<file path="src/rtl/hp_pkg.sv">
// Shared types and constants for the human-presence frame scheduler.
// Used by every build; the HP_WATCHDOG_EN option changes nothing here.
package hp_pkg;

    localparam int unsigned Q_W   = 16;
    localparam int unsigned CNT_W = 9;

    localparam logic [Q_W-1:0] DEF_THRESHOLD = 16'h0000;

    typedef enum logic [1:0] {
        ST_IDLE  = 2'd0,
        ST_START = 2'd1,
        ST_RUN   = 2'd2,
        ST_EVAL  = 2'd3
    } state_t;

endpackage

</file>
<file path="src/rtl/hp_debounce.sv">
// Hit/miss run-length debounce producing the presence flag; updates only on eval.
// Used by every build; the HP_WATCHDOG_EN option changes nothing here.
module hp_debounce #(
    parameter int unsigned DEB_W = 3
) (
    input  logic             clk,
    input  logic             reset,
    input  logic             eval,
    input  logic             hit,
    input  logic [DEB_W-1:0] on_cnt,
    input  logic [DEB_W-1:0] off_cnt,
    output logic             presence
);

    localparam int unsigned CW = DEB_W + 1;

    logic [DEB_W-1:0] hit_cnt;
    logic [DEB_W-1:0] hit_next;
    logic [DEB_W-1:0] miss_cnt;
    logic [DEB_W-1:0] miss_next;
    logic [DEB_W-1:0] on_eff;
    logic [DEB_W-1:0] off_eff;
    logic             presence_next;

    // A zero threshold behaves like one; the +1 compare is done one bit wider.
    always_comb begin
        on_eff        = (on_cnt == '0) ? DEB_W'(1) : on_cnt;
        off_eff       = (off_cnt == '0) ? DEB_W'(1) : off_cnt;
        hit_next      = hit_cnt;
        miss_next     = miss_cnt;
        presence_next = presence;
        if (eval) begin
            if (hit) begin
                miss_next = '0;
                if (hit_cnt != '1) begin
                    hit_next = hit_cnt + DEB_W'(1);
                end
                if (CW'(hit_cnt) + CW'(1) >= CW'(on_eff)) begin
                    presence_next = 1'b1;
                end
            end else begin
                hit_next = '0;
                if (miss_cnt != '1) begin
                    miss_next = miss_cnt + DEB_W'(1);
                end
                if (CW'(miss_cnt) + CW'(1) >= CW'(off_eff)) begin
                    presence_next = 1'b0;
                end
            end
        end
    end

    always_ff @(posedge clk) begin
        if (reset) begin
            hit_cnt  <= '0;
            miss_cnt <= '0;
            presence <= 1'b0;
        end else begin
            hit_cnt  <= hit_next;
            miss_cnt <= miss_next;
            presence <= presence_next;
        end
    end

endmodule

</file>
<file path="src/rtl/hp_frame_scheduler.sv">
// Per-frame inference scheduler: frame skipping, ML start, result latch, debounce, handshake.
// Define HP_WATCHDOG_EN to add a RUN-state watchdog and the o_timeout pulse.
module hp_frame_scheduler
    import hp_pkg::*;
#(
    parameter int unsigned NUM_LAYER = 4,
    parameter int unsigned SKIP_W    = 4,
    parameter int unsigned DEB_W     = 3,
    parameter int unsigned TO_W      = 20
) (
    input  logic              clk,
    input  logic              reset,
    input  logic              i_enable,
    input  logic              i_frame_start,
    input  logic [SKIP_W-1:0] i_skip,
    input  logic [Q_W-1:0]    i_threshold,
    input  logic [DEB_W-1:0]  i_on_cnt,
    input  logic [DEB_W-1:0]  i_off_cnt,
    output logic              o_ml_start,
    output logic              o_pp_init,
    input  logic              i_comp_done,
    input  logic [Q_W-1:0]    i_max_val,
    input  logic [CNT_W-1:0]  i_cnt_val,
    output logic              o_busy,
    output logic              o_res_valid,
    input  logic              i_res_ready,
    output logic [Q_W-1:0]    o_res_max,
    output logic [CNT_W-1:0]  o_res_cnt,
    output logic              o_presence,
    output logic              o_err
`ifdef HP_WATCHDOG_EN
    ,
    output logic              o_timeout
`endif
);

    // Elaboration-time sanity check on the pass-through parameters.
    if (NUM_LAYER < 1 || TO_W < 2) begin : g_cfg_err
        $error("hp_frame_scheduler: NUM_LAYER must be >= 1 and TO_W >= 2");
    end

    state_t            state;
    state_t            state_next;
    logic [SKIP_W-1:0] skip_cnt;
    logic [SKIP_W-1:0] skip_next;
    logic              first_run;
    logic              overrun;
    logic              eval;
    logic              hit;
`ifdef HP_WATCHDOG_EN
    logic [TO_W-1:0]   wd_cnt;
    logic [TO_W-1:0]   wd_next;
    logic [TO_W-1:0]   wd_inc;
    logic              timeout_c;
`endif

    assign eval = (state == ST_EVAL);
    assign hit  = $signed(i_max_val) >= $signed(i_threshold);

    // Next-state logic; done is stale in the first RUN cycle so it is masked there.
    always_comb begin
        state_next = state;
        skip_next  = skip_cnt;
        overrun    = 1'b0;
`ifdef HP_WATCHDOG_EN
        wd_next    = '0;
        timeout_c  = 1'b0;
        wd_inc     = wd_cnt + TO_W'(1);
`endif
        case (state)
            ST_IDLE: begin
                if (i_frame_start && i_enable) begin
                    if (skip_cnt == '0) begin
                        state_next = ST_START;
                        skip_next  = i_skip;
                    end else begin
                        skip_next = skip_cnt - SKIP_W'(1);
                    end
                end
            end
            ST_START: state_next = ST_RUN;
            ST_RUN: begin
                if (!first_run && i_comp_done) begin
                    state_next = ST_EVAL;
                end
`ifdef HP_WATCHDOG_EN
                else if (wd_inc == '1) begin
                    state_next = ST_IDLE;
                    timeout_c  = 1'b1;
                end else begin
                    wd_next = wd_inc;
                end
`endif
            end
            ST_EVAL: state_next = ST_IDLE;
            default: state_next = ST_IDLE;
        endcase
        if (state != ST_IDLE) begin
            overrun = i_frame_start && i_enable;
        end
    end

    always_ff @(posedge clk) begin
        if (reset) begin
            state       <= ST_IDLE;
            skip_cnt    <= '0;
            first_run   <= 1'b0;
            o_ml_start  <= 1'b0;
            o_pp_init   <= 1'b0;
            o_busy      <= 1'b0;
            o_res_valid <= 1'b0;
            o_res_max   <= '0;
            o_res_cnt   <= '0;
            o_err       <= 1'b0;
`ifdef HP_WATCHDOG_EN
            wd_cnt      <= '0;
            o_timeout   <= 1'b0;
`endif
        end else begin
            state      <= state_next;
            skip_cnt   <= skip_next;
            first_run  <= (state == ST_START);
            o_ml_start <= (state_next == ST_START);
            o_pp_init  <= (state_next == ST_START);
            o_busy     <= (state_next != ST_IDLE);
            // A fresh result always wins; an unconsumed older one is lost.
            if (eval) begin
                o_res_max   <= i_max_val;
                o_res_cnt   <= i_cnt_val;
                o_res_valid <= 1'b1;
            end else if (i_res_ready) begin
                o_res_valid <= 1'b0;
            end
            if (overrun || (eval && o_res_valid && !i_res_ready)) begin
                o_err <= 1'b1;
            end
`ifdef HP_WATCHDOG_EN
            wd_cnt    <= wd_next;
            o_timeout <= timeout_c;
            if (timeout_c) begin
                o_err <= 1'b1;
            end
`endif
        end
    end

    hp_debounce #(
        .DEB_W (DEB_W)
    ) u_debounce (
        .clk      (clk),
        .reset    (reset),
        .eval     (eval),
        .hit      (hit),
        .on_cnt   (i_on_cnt),
        .off_cnt  (i_off_cnt),
        .presence (o_presence)
    );

endmodule

</file>
<file path="config.mk">
export PLATFORM = sky130hd
export DESIGN_NAME = hp_frame_scheduler
export DESIGN_NICKNAME = d
export VERILOG_FILES = /design/src/rtl/hp_pkg.sv /design/src/rtl/hp_debounce.sv /design/src/rtl/hp_frame_scheduler.sv
export SDC_FILE = /design/constraint.sdc
export NUM_CORES = 1
export LEC_CHECK = 0
export CORE_MARGIN = 10
export CORE_UTILIZATION = 25
export DETAILED_ROUTE_END_ITERATION = 7
export MAX_ROUTING_LAYER = met4
export PLACE_DENSITY_LB_ADDON = 0.15
export SLEW_MARGIN = 20
export SYNTH_ARGS = -nofsm -noshare
export SYNTH_HDL_FRONTEND = slang
export SYNTH_SLANG_ARGS = --single-unit
</file>
<file path="constraint.sdc">
create_clock -name clk -period 2.8 [get_ports clk]
set_clock_uncertainty 0.2 [all_clocks]
set_input_delay 0.84 -clock clk [delete_from_list [all_inputs] [get_ports clk]]
set_output_delay 0.84 -clock clk [all_outputs]
set_load 0.01 [all_outputs]
</file>
==> key figures <==
Clock tree
  – CTS sink count: 43
  – Max Buffers Root-to-Sink: 2
  – CTS H-tree depth: 2
  – Root buf cell: clkbuf_8
  – Clock slew at reported path FFs: 0.09 ns
  – CTS Buf Count: 5
  – Worst skew pair latency: 0.30 ns
  – Hold_buf cts: 0
  – TritonCTS clock tree: yes

Global routing
  – Grt ovf: 0
  – Largest net degree at the start of global routing: 26
  – First-pass GRT wire length: 10.9 mm
  – Initial antenna violation count: 1
  – Vias in the first global route: 2,238
  – Tot GR Track Use: 0.104

Synthesis
  – Synth Register Bits: 43
  – Ys flop type: dfxtp_1
  – Unique masters post-synth: 39
  – EDFF count, synth: 0
  – Main combinational cell family by area after synthesis: adder cells
  – Register area share after synthesis: 0.365
  – Cell area after synthesis: 2360 um2
  – Post-synthesis xor/xnor area fraction: 0
  – Largest cells by area after synthesis: dfxtp_1 36%, ha_1 16%, mux2i_1 11%
  – Synth top area share: 0.365
  – Share of flip-flops with an asynchronous set or reset: 0
  – Mux cell area share after synthesis: 0.111
  – Post-synthesis average cell area: 8.94 um2
  – Yosys warnings: 0
  – Synth Area in Adders: 0.164
  – Synth Area in Compound Gates: 0.140
  – Mapped Cells: 264
  – Synth Area in Simple Gates: 0.155
  – Synthesized Nets: 352
  – Yosys top cell by area: dfxtp_1

Worst setup path
  – Critical path's slowest cell: clkdlybuf4s50_1
  – Worst path arrival time: 2.74 ns
  – Crit path largest cell delay: 0.40 ns
  – Crit-path max FO: 3
  – CP Cell Sequence: clkdlybuf4s50_1 > ha_1 > nor2b_1 > o211ai_1 > buf_4 > a211o_1 > a21o_1 > and2_4 > a32o_1
  – Worst Path Required: 2.79 ns
  – Critical path endpoint category: flop
  – R2R cell count: 8
  – Bufs and invs on worst path: 2
  – Top delay family on crit path: compound AO/OA/AOI/OAI gates
  – CP Launch Type: input pin
  – WP depth: 9
  – WS Path Type: input pin to flop

Drt
  – Via density: 4.32
  – DR pass1 iterations: 4
  – Wirelength per Cell: 13.9 um
  – Post-DRT Antenna Nets: 0
  – Routed WL: 6.79 mm
  – Drt initial violations: 54
  – Drc violations: 0
  – Total number of vias: 2,115

Floorplanning
  – Top Ports: 88
  – Initial Utilization: 0.256
  – Cell Rows: 35
  – Die extent in x: 117 um
  – Die height: 117 um
  – Die area: 13,700 um2
  – Core footprint: 9240 um2

Pwr
  – Static leakage: 1.53 nW
  – VDD IR max: 0.000187 V
  – PD cells: 474 nW/um2

Worst hold path
  – Hold Path Class: flop to flop
  – Hold path cells: 2

STA
  – Worst Tran Pin Value: 0.538 ns
  – Final Hold Fails: 0
  – Unrepaired setup endpoints after global routing: no
  – Slew Viols, Final: 0
  – Smallest hold slack: 0.297 ns
  – Headroom to the max-slew limit: 0.641
  – F_max: 0.364 GHz
  – Period utilization: 0.981
  – Tmin final: 2.75 ns
  – Setup tns final: 0 ns
  – Final setup viols: 0
  – Setup WS post-layout: 0.0545 ns

Placement
  – DP Wirelength: 5.38 mm
  – Placer congestion estimate: 0.755
  – Dpl cells: 477
  – I/O Buffers: 87
  – Place WS: -0.473 ns
  – DP Area: 3410 um2

Layout
  – Post-route cell area: 3720 um2
  – Share of post-route cells with drive strength above 1: 0.150
  – Syn-to-layout area delta: 57.6%
  – Most common cell after layout, fill and taps aside: clkdlybuf4s50_1
  – Final cell count without fillers: 490
  – Fin nets: 447
  – Commonest cells after routing, fill and taps aside: 56 x clkdlybuf4s50_1, 43 x dfxtp_1, 34 x nor2_1

Status
  – Status: completed

Flow run
  – Max-cap violations: 0
==> worst reg2reg max path: cells and delay by family, from the launching register on <==
kind	cells	cell delay, ns
adder cells (fa/ha/maj)	3	0.80
flip-flops	1	0.37
AO/OA/AOI/OAI	2	0.36
AND/OR/NAND/NOR	2	0.14
buffers and inverters	1	0.03
==> sequential cells by signal (all words and copies together) (netlist names) <==
register	cells
state	2
u_debounce.hit_cnt	3
o_res_cnt	9
o_res_max	16
o_err	1
first_run	1
skip_cnt	4
u_debounce.miss_cnt	3
o_pp_init	1
o_res_valid	1
o_busy	1
u_debounce.presence	1
==> routing by layer <==
metal  wire, um  global-route usage  up-vias
met2       2820               0.153       61
met3        568              0.0428        5
li1           -                   -     1107
met1       3340               0.127      942
met5          0                   -        -
met4         68              0.0272        0
==> cells by family after synthesis <==
logic type	after synthesis
and+or+nand+nor	75
AOI/OAI and AO/OA	49
DFF	43
buffers and inverters	40
adders and majority gates	31
muxes	26
==> cell usage after synthesis, types with 2 or more instances <==
cell and count:
a211oi_1 4, a21o_1 2, a21oi_1 15, a311oi_1 2
a31oi_1 4, a32o_1 5, buf_1 2, clkbuf_1 7
dfxtp_1 43, ha_1 31, inv_1 30, mux2i_1 25
nand2_1 10, nand2b_1 5, nand3b_1 2, nand4_1 5
nor2_1 34, nor2b_1 6, nor3_1 4, nor3b_1 2
o21ai_0 6, o21bai_1 3
==> what timing repair did <==
action,4_1_cts,5_1_grt
setup endpoints to repair,7,7
resized for setup,48,18
buffers inserted,2,2
pin swaps,29,15
==> metrics by stage <==
stage / utilization / total power (W)
after CTS: 0.395 / 0.00180
after global routing: 0.403 / 0.00191
final: 0.403 / 0.00176
after global placement: 0.369 / 0.00133
after floorplan: - / 0.00108
after detailed placement: 0.369 / 0.00133
==> final timing paths <==
| check | from | end | slack, ns |
|---|---|---|---|
| setup / recovery | i_threshold[0] | u_debounce.hit_cnt[2]$_SDFFE_PP0P_ | 0.05 |
| hold / removal | o_res_cnt[8]$_SDFFE_PP0P_ | o_res_cnt[8]$_SDFFE_PP0P_ | 0.30 |
| setup reg to reg | u_debounce.miss_cnt[0]$_SDFFE_PP0P_ | u_debounce.presence$_SDFFE_PP0P_ | 0.78 |
| hold reg to reg | o_res_cnt[8]$_SDFFE_PP0P_ | o_res_cnt[8]$_SDFFE_PP0P_ | 0.30 |
==> power by group <==
group | internal, W | switching (W) | total [W]
clock network | 0.000202 | 0.000230 | 0.000432
logic | 0.000320 | 0.000283 | 0.000603
registers | 0.000683 | 0.0000463 | 0.000729
==> final cells by class <==
cell class	instances	area [um2]
Fill cell	935	5520
Multi-Input combinational cell	181	1530
Clock buffer	6	82.6
Antenna cell	1	2.50
Sequential cell	43	861
Clock inverter	2	16.3
Timing Repair Buffer	98	952
Inverter	30	113
Tap cell	129	161
No activity file was read; power rests on OpenSTA's default activity.
